### config.mk
export PLATFORM = sky130hd
export DESIGN_NAME = mips_muldiv_unit
export DESIGN_NICKNAME = d
export VERILOG_FILES = /design/src/rtl/mips_pkg.sv /design/src/rtl/muldiv_iter_core.sv /design/src/rtl/mips_muldiv_unit.sv
export SDC_FILE = /design/constraint.sdc
export NUM_CORES = 1
export LEC_CHECK = 0
export BUFFER_PORTS_ARGS = -buffer_cell sky130_fd_sc_hd__buf_2
export CORE_UTILIZATION = 40
export CTS_CLUSTER_SIZE = 12
export DETAILED_ROUTE_END_ITERATION = 8
export PLACE_DENSITY = 0.59
export SLEW_MARGIN = 10
export SYNTH_ARGS = -nofsm -noshare
export SYNTH_HDL_FRONTEND = slang
export SYNTH_HIERARCHICAL = 1
export SYNTH_SLANG_ARGS = --single-unit
### constraint.sdc
create_clock -name CLK -period 7.2 [get_ports CLK]
set_input_delay 1.44 -clock CLK [delete_from_list [all_inputs] [get_ports CLK]]
set_output_delay 1.44 -clock CLK [all_outputs]
set_load 0.005 [all_outputs]
### src/rtl/mips_pkg.sv
// Shared definitions for the MIPS core: multiply/divide opcodes, FSM states
// and a constant-width helper.
package mips_pkg;

  localparam logic [2:0] MD_MULTU = 3'd0;
  localparam logic [2:0] MD_MULT  = 3'd1;
  localparam logic [2:0] MD_DIVU  = 3'd2;
  localparam logic [2:0] MD_DIV   = 3'd3;
  localparam logic [2:0] MD_MTHI  = 3'd4;
  localparam logic [2:0] MD_MTLO  = 3'd5;

  localparam logic [1:0] MD_IDLE = 2'd0;
  localparam logic [1:0] MD_RUN  = 2'd1;
  localparam logic [1:0] MD_FIX  = 2'd2;

  function automatic int unsigned clog2(input int unsigned value);
    int unsigned result;
    result = 0;
    while ((longint'(1) << result) < longint'(value)) begin
      result = result + 1;
    end
    return result;
  endfunction

endpackage

### src/rtl/muldiv_iter_core.sv
// Radix-2 iterative datapath: shift-add multiply or restoring divide on
// unsigned operands, one step per cycle, raw 2*WIDTH result.
module muldiv_iter_core
  import mips_pkg::*;
#(
  parameter int unsigned WIDTH = 32
) (
  input  logic               CLK,
  input  logic               Reset,
  input  logic               mode,    // 0 multiply, 1 divide
  input  logic               load,
  input  logic               step,
  input  logic [WIDTH-1:0]   opA,     // multiplicand / dividend
  input  logic [WIDTH-1:0]   opB,     // multiplier / divisor
  output logic [2*WIDTH-1:0] result   // {HI, LO} = product or {remainder, quotient}
);

  logic [2*WIDTH-1:0] accQ;
  logic [WIDTH-1:0]   operandQ;

  logic [WIDTH:0]     mulSum;
  logic [2*WIDTH-1:0] mulNext;
  logic [WIDTH:0]     divShift;
  logic [WIDTH:0]     divDiff;
  logic [2*WIDTH-1:0] divNext;

  always_comb begin
    // Multiply: low half holds the remaining multiplier bits, high half the partial sum.
    mulSum   = {1'b0, accQ[2*WIDTH-1:WIDTH]} + (accQ[0] ? {1'b0, operandQ} : '0);
    mulNext  = {mulSum, accQ[WIDTH-1:1]};
    // Divide: high half is the running remainder, low half shifts dividend out / quotient in.
    divShift = {accQ[2*WIDTH-1:WIDTH], accQ[WIDTH-1]};
    divDiff  = divShift - {1'b0, operandQ};
    if (divDiff[WIDTH]) begin
      divNext = {divShift[WIDTH-1:0], accQ[WIDTH-2:0], 1'b0};
    end else begin
      divNext = {divDiff[WIDTH-1:0], accQ[WIDTH-2:0], 1'b1};
    end
  end

  always_ff @(posedge CLK) begin
    if (Reset) begin
      accQ     <= '0;
      operandQ <= '0;
    end else if (load) begin
      accQ     <= mode ? {{WIDTH{1'b0}}, opA} : {{WIDTH{1'b0}}, opB};
      operandQ <= mode ? opB : opA;
    end else if (step) begin
      accQ     <= mode ? divNext : mulNext;
    end
  end

  assign result = accQ;

endmodule

### src/rtl/mips_muldiv_unit.sv
// Iterative multiply/divide unit with architectural HI/LO for the MIPS core;
// owns the control FSM, sign handling, HI/LO registers and status flags.
module mips_muldiv_unit
  import mips_pkg::*;
#(
  parameter int unsigned WIDTH     = 32,
  parameter bit          SIGNED_EN = 1'b1
) (
  input  logic             CLK,
  input  logic             Reset,
  input  logic             StartE,
  input  logic [2:0]       MdOpE,
  input  logic [WIDTH-1:0] SrcAE,
  input  logic [WIDTH-1:0] SrcBE,
  input  logic             Abort,
  output logic             Busy,
  output logic             Done,
  output logic             DivZero,
  output logic [WIDTH-1:0] HiOut,
  output logic [WIDTH-1:0] LoOut
);

  localparam int unsigned CntW = clog2(WIDTH);
  localparam logic [CntW-1:0] LastCnt = CntW'(WIDTH - 1);

  logic [1:0]       stateQ, stateD;
  logic [CntW-1:0]  cntQ;
  logic [WIDTH-1:0] hiQ, loQ, rawAQ;
  logic             doneQ, divZeroQ, isDivQ, negResQ, negRemQ;

  logic             accept, launch, isMulDivOp, opIsDiv, signedOp, signA, signB;
  logic [WIDTH-1:0] magA, magB;
  logic             coreMode, coreStep;
  logic [2*WIDTH-1:0] rawRes, mulRes;
  logic [WIDTH-1:0] quoFix, remFix, fixHi, fixLo;

  always_comb begin
    isMulDivOp = (MdOpE == MD_MULTU) || (MdOpE == MD_MULT) ||
                 (MdOpE == MD_DIVU) || (MdOpE == MD_DIV);
    opIsDiv    = (MdOpE == MD_DIVU) || (MdOpE == MD_DIV);
    // Abort beats a same-cycle start; requests while busy are dropped.
    accept     = (stateQ == MD_IDLE) && StartE && !Abort;
    launch     = accept && isMulDivOp;
    signedOp   = SIGNED_EN && ((MdOpE == MD_MULT) || (MdOpE == MD_DIV));
    signA      = signedOp && SrcAE[WIDTH-1];
    signB      = signedOp && SrcBE[WIDTH-1];
    magA       = signA ? -SrcAE : SrcAE;
    magB       = signB ? -SrcBE : SrcBE;
    coreMode   = launch ? opIsDiv : isDivQ;
    coreStep   = (stateQ == MD_RUN) && !Abort;
  end

  muldiv_iter_core #(
    .WIDTH (WIDTH)
  ) u_core (
    .CLK    (CLK),
    .Reset  (Reset),
    .mode   (coreMode),
    .load   (launch),
    .step   (coreStep),
    .opA    (magA),
    .opB    (magB),
    .result (rawRes)
  );

  always_comb begin
    stateD = stateQ;
    case (stateQ)
      MD_IDLE: if (launch) stateD = MD_RUN;
      MD_RUN: begin
        if (Abort) begin
          stateD = MD_IDLE;
        end else if (cntQ == LastCnt) begin
          stateD = MD_FIX;
        end
      end
      MD_FIX:  stateD = MD_IDLE;
      default: stateD = MD_IDLE;
    endcase
  end

  always_comb begin
    mulRes = negResQ ? -rawRes : rawRes;
    quoFix = negResQ ? -rawRes[WIDTH-1:0] : rawRes[WIDTH-1:0];
    remFix = negRemQ ? -rawRes[2*WIDTH-1:WIDTH] : rawRes[2*WIDTH-1:WIDTH];
    if (!isDivQ) begin
      fixHi = mulRes[2*WIDTH-1:WIDTH];
      fixLo = mulRes[WIDTH-1:0];
    end else if (divZeroQ) begin
      fixHi = rawAQ;
      fixLo = '1;
    end else begin
      fixHi = remFix;
      fixLo = quoFix;
    end
  end

  always_ff @(posedge CLK) begin
    if (Reset) begin
      stateQ   <= MD_IDLE;
      cntQ     <= '0;
      hiQ      <= '0;
      loQ      <= '0;
      rawAQ    <= '0;
      doneQ    <= 1'b0;
      divZeroQ <= 1'b0;
      isDivQ   <= 1'b0;
      negResQ  <= 1'b0;
      negRemQ  <= 1'b0;
    end else begin
      stateQ <= stateD;
      doneQ  <= (stateQ == MD_FIX) && !Abort;
      if (launch) begin
        cntQ     <= '0;
        isDivQ   <= opIsDiv;
        negResQ  <= signA ^ signB;
        negRemQ  <= signA;
        rawAQ    <= SrcAE;
        divZeroQ <= opIsDiv && (SrcBE == '0);
      end else if (stateQ == MD_RUN) begin
        cntQ <= cntQ + 1'b1;
      end
      if (accept && (MdOpE == MD_MTHI)) hiQ <= SrcAE;
      if (accept && (MdOpE == MD_MTLO)) loQ <= SrcAE;
      if ((stateQ == MD_FIX) && !Abort) begin
        hiQ <= fixHi;
        loQ <= fixLo;
      end
    end
  end

  assign Busy    = (stateQ != MD_IDLE);
  assign Done    = doneQ;
  assign DivZero = divZeroQ;
  assign HiOut   = hiQ;
  assign LoOut   = loQ;

endmodule

======== Yosys cells after proc, flatten, opt, wreduce, memory -nomap -nowiden ========
Index checks and enable logic that the tools add are counted.
storage, ports and cells
  bits in registers ....................... 204
  input port bits ......................... 71
  output and inout bits ................... 67
  logic and storage cells ................. 81
operators by class
  add/subtract/negate cells ............... 8
  equality and inequality tests ........... 10
  mux-type cells .......................... 25
  bitwise gates (word level) .............. 1
  reductions and logical operators ........ 25
operator list
  kind                                                                   number
  32-bit 2-to-1 mux                                                      15
  64-bit 2-to-1 mux                                                      5
  32-bit negation                                                        4
  64-bit negation                                                        1
  32-bit by 33-bit adder with 33-bit output                              1
  33-bit by 32-bit subtractor with 33-bit output                         1
  32-bit logical NOT                                                     1
  1-bit logical AND                                                      10
  2-bit nonzero test                                                     4
  3-bit by 2-bit equality test with 1-bit output, second input constant  2
  3-bit equality test, second input constant                             2
  2-bit 2-to-1 mux                                                       3
  5-bit by 1-bit adder with 5-bit output, second input constant          1
  5-bit equality test, second input constant                             1
  1-bit logical OR                                                       5
  2-bit one-hot mux with 2 select lines                                  1
  3-bit by 1-bit equality test with 1-bit output, second input constant  1
  3-bit logical NOT                                                      1
  3-bit by 2-bit != test with 1-bit output, second input constant        1
  2-bit by 1-bit equality test with 1-bit output, second input constant  1
  2-bit equality test, second input constant                             1
  2-bit logical NOT                                                      1
  2-bit != test, second input constant                                   1
  2-bit AND reduction                                                    1
  4 further kinds                                                        4

======== Depth between registers and ports, before layout ========
  depth after elaboration ................. 9
  gate-level depth with buffers ........... 13
  mapped depth without buffers ............ 13

======== Modules after synthesis ========
Netlist, hierarchy kept.
modules (own cells, without submodules)
  module            instances  cells each  area each (um^2)  sequential area each (um^2)
  muldiv_iter_core  1          1105        8703.3            1921.8
  mips_muldiv_unit  1          1133        8530.7            2162.1

======== Least setup slack after synthesis ========
No wires, ideal clock.
  path type ............................... in2reg
  start ................................... input Abort
  end ..................................... register u_core.accQ[27] (netlist: u_core/result[27])
  library setup time ...................... 0.137 ns
  arrival time ............................ 4.103 ns
  data required time ...................... 7.063 ns
  slack ................................... 2.960 ns
  stages .................................. 12
  buffers on the path ..................... 3
  cells stage by stage .................... or4b_1 or2_2 inv_1 clkbuf_1 nand2_1 nand2_1 clkbuf_1 clkbuf_1 mux2i_1 nor2_1 a211oi_1 a211oi_1
on the way
  word-level cells in the longest chain between the ends .. 7
  elaborated cells between the ends (all ways) .. 10
  those cells by class .................... mux (5); reduce/logical (5)
ends and longest elaborated chain
  element                 line                    RTL
  start: declaration      mips_muldiv_unit.sv:15  input logic Abort,
  1-bit logical NOT (*)   mips_muldiv_unit.sv:42  accept = (stateQ == MD_IDLE) && StartE && !Abort;
  1-bit logical AND (*)   mips_muldiv_unit.sv:42
  1-bit logical AND (*)   mips_muldiv_unit.sv:43  launch = accept && isMulDivOp;
  1-bit 2-to-1 mux (*)    --
  net coreMode            mips_muldiv_unit.sv:33  logic coreMode, coreStep;
  64-bit 2-to-1 mux       muldiv_iter_core.sv:49  accQ <= mode ? divNext : mulNext;
  64-bit 2-to-1 mux       muldiv_iter_core.sv:48  end else if (step) begin
  64-bit 2-to-1 mux (*)   muldiv_iter_core.sv:45  end else if (load) begin
  end signal: assignment  muldiv_iter_core.sv:46  accQ <= mode ? {{WIDTH{1'b0}}, opA} : {{WIDTH{1'b0}}, opB};
  end signal: assignment  muldiv_iter_core.sv:49
  end: declaration        muldiv_iter_core.sv:18  logic [2*WIDTH-1:0] accQ;
Mark *: on every way through the listed nets, which the timed path passes. The rest lies on a longest branch. The select of a mux whose other input is x is not followed.
A chain may end at the register's enable or synchronous reset.

======== Final worst setup path ========
  start ................................... input Abort
  end ..................................... register u_core.accQ[17] (netlist: u_core/result[17])
Same word-level chain as after synthesis.

==> flow_summary_export.csv <==
group,metric,value,unit
clocking,cts_tree,"done",
timing,hold_violations,0,
synthesis,ys_seq_elements,204,
timing,grt_setup_unrepaired,"false",
critical_path,crit_required,7.59,ns
timing,setup_tns,0,ns
status,status,"finished, final reports clean",
critical_path,worstSetupStartpointType,"primary input",
clocking,cts_sinks,204,
synthesis,ys_async_sr_fraction,0,%
finish,synthToLayoutAreaGrowth,10.7,%
worst_hold_path,worstHoldStart,"rawAQ[8]",
clocking,postCtsSetupBuffers,0,
synthesis,ys_types,89,
synthesis,synth_seq_area_share,23.7,%
finish,fill_cells,4336,
worst_hold_path,min_path_cells,2,
global_route,grt_pass1_wl,102,mm
place,dp_hpwl,50.3,mm
floorplanning,io_pins,138,
floorplanning,die_y,210,um
detailed_routing,drt-wirelength-per-cell,24.0,um
detailed_routing,drt.antenna.violating_nets,0,
timing,finalSetupViolCount,0,
global_route,grt_overflow_total,0,
synthesis,yosysWarnings,6,
critical_path,end_kind,"flip-flop",
worst_hold_path,hp-class,"flip-flop to flip-flop",
synthesis,synth_top_flop_cell,"dfxtp_1",
finish,fin_cells,2830,
timing,period_share,67.2,%
timing,period_minus_slack,4.84,ns
floorplanning,die_w,210,um
global_route,grt_max_degree,119,
critical_path,reg2reg_to,"u_core/result[17]",
floorplanning,start_util,40.8,%
clocking,clk_path_buf_depth,3,
global_route,grt_pass1_vias,16500,
synthesis,syn_area,17200,um2
worst_hold_path,min_to,"rawAQ[8]",
critical_path,reg2regPathDepth,11,
detailed_routing,wl,67.9,mm
power_and_ir_drop,power_density,170,nW/um2
clocking,cts_resized,0,
global_route,antenna_found_initial,1,
clocking,hold_buffers,0,
clocking,clkSlewWorstSetupHoldPaths,0.05,ns
synthesis,syn_inst,2238,
place,globalplace.congestion,0.965,
place,io_buffers,137,
synthesis,yosysTopAreaCell,"dfxtp_1",
floorplanning,core-area,42200,um2
timing,fmax,0.207,GHz
timing,skew,0.0220,ns
global_route,track_usage,30.0,%
synthesis,synth_edf_count,0,
detailed_routing,drt_iter0_markers,1660,
finish,diodes,0,
clocking,root_buffer,"clkbuf_16",
timing,hold_ws,0.454,ns
critical_path,worstPathMaxFanout,92,
detailed_routing,vias_per_cell,6.31,
finish,fin_nets,2414,
detailed_routing,drtPass1Iterations,5,
critical_path,r2r_slack,2.97,ns
power_and_ir_drop,ir_drop,0.196,mV
finish,layout-drive-gt1-share,10.9,%
clocking,cts_max_level,1,
floorplanning,rows,75,
place,dp.cells,2782,
power_and_ir_drop,p_leak,7.55,nW
timing,worstMarginPinSlew,1.14,ns
clocking,clk_latency,0.57,ns
detailed_routing,drc_errors,0,
synthesis,synth_area_leaders,"dfxtp_1 (24%), mux2i_1 (10%), xor2_1 (5.2%)",
critical_path,cp.arrival,5.23,ns
run,cap_violations,0,
timing,slew_viol_final,0,
synthesis,syn_avg_cell_area,7.70,um2
detailed_routing,vias,17800,
floorplanning,die-area,43900,um2
timing,slew_headroom,24.3,%
clocking,cts_made_buffers,26,
critical_path,reg2reg_from,"stateQ[1]",
synthesis,yosysTopAreaCellShare,23.7,%
critical_path,crit_type,"primary input to flip-flop",
power_and_ir_drop,power.total,0.00325,W
synthesis,synth_fp_nets,2381,
-- flip-flops by register name (all words and copies together) (netlist names) --
| register | count |
|---|---|
| DivZero | 1 |
| u_core/operandQ | 32 |
| negResQ | 1 |
| LoOut | 32 |
| rawAQ | 32 |
| stateQ | 2 |
| negRemQ | 1 |
| cntQ | 5 |
| isDivQ | 1 |
| u_core/result | 64 |
| Done | 1 |
| HiOut | 32 |
-- cell families after synthesis --
group | share of synthesized area, %
flops | 23.7
buf+inv | 5.34
mux | 10.2
compound gates | 25.5
simple gates | 21.0
xor+xnor | 8.94
fa+ha+maj | 5.31
-- through the flow --
stage	util, %	cell area [um2]	worst slack (ns)
final	45.2	19100	2.36
after global routing	45.2	19100	2.21
after CTS	45.2	19100	2.49
after detailed placement	43.1	18200	1.97
after global placement	43.1	18200	2.07
after floorplan	-	17200	2.96
-- critical path: stages --
cell,delay (ns)
buf_2,0.13
or4b_1,0.54
or2_2,0.30
buf_4,0.30
inv_4,0.55
nand2_1,0.24
nand2_4,0.35
buf_12,0.50
mux2i_1,0.27
nor2_1,0.07
a211oi_1,0.32
a211oi_1,0.09
-- worst max path at each step --
stage          slack (ns)  depth (start not counted)           endpoint  startpoint
4_1_cts              2.49                         12  u_core/result[17]       Abort
6_report             2.36                         12  u_core/result[17]       Abort
2_1_floorplan        2.96                         12  u_core/result[27]       Abort
3_5_place_dp         1.97                         12  u_core/result[13]       Abort
3_3_place_gp         2.07                         12  u_core/result[20]       Abort
5_1_grt              2.21                         12  u_core/result[18]       Abort
-- Yosys cell counts (70+ instances only) --
master,number
nand2_1,227
dfxtp_1,204
nor2_1,182
mux2i_1,173
a21oi_1,161
clkbuf_1,125
a211oi_1,115
xor2_1,103
o21ai_0,91
inv_1,73
xnor2_1,73
ha_1,70
-- placed cells by master (no fill, tap or decap), types with 63 or more instances in the layout --
| cell | count |
|---|---|
| nand2_1 | 226 |
| dfxtp_1 | 203 |
| nor2_1 | 180 |
| mux2i_1 | 173 |
| a21oi_1 | 161 |
| buf_2 | 136 |
| a211oi_1 | 115 |
| xor2_1 | 103 |
| o21ai_0 | 91 |
| xnor2_1 | 73 |
| inv_1 | 71 |
| ha_1 | 70 |
| nor3_1 | 63 |
-- layout make-up --
class / count / area, um2 / share of cell area, %
sequential: 204 / 4090 / 21.4
clock inverter: 9 / 109 / 0.571
timing repair buffer: 163 / 896 / 4.70
inverter: 74 / 280 / 1.47
multi-input combinational: 1802 / 12300 / 64.2
tap: 539 / 674 / 3.54
clock buffer: 39 / 779 / 4.09
-- layer usage --
metal / global-route usage [%] / vias to the layer above / wire length, um
li1: - / 8317 / -
met1: 40.9 / 8557 / 29700
met2: 46.7 / 825 / 29800
met3: 4.76 / 145 / 5510
met4: 12.9 / 0 / 2970
met5: 0 / - / 0
-- power by group --
part | switching [W] | internal (W) | total (W)
Combinational | 0.000426 | 0.000229 | 0.000655
Clock | 0.000556 | 0.000817 | 0.00137
Sequential | 0.0000561 | 0.00116 | 0.00122
Total | 0.00104 | 0.00221 | 0.00325
(Power assumes the default switching activity.)
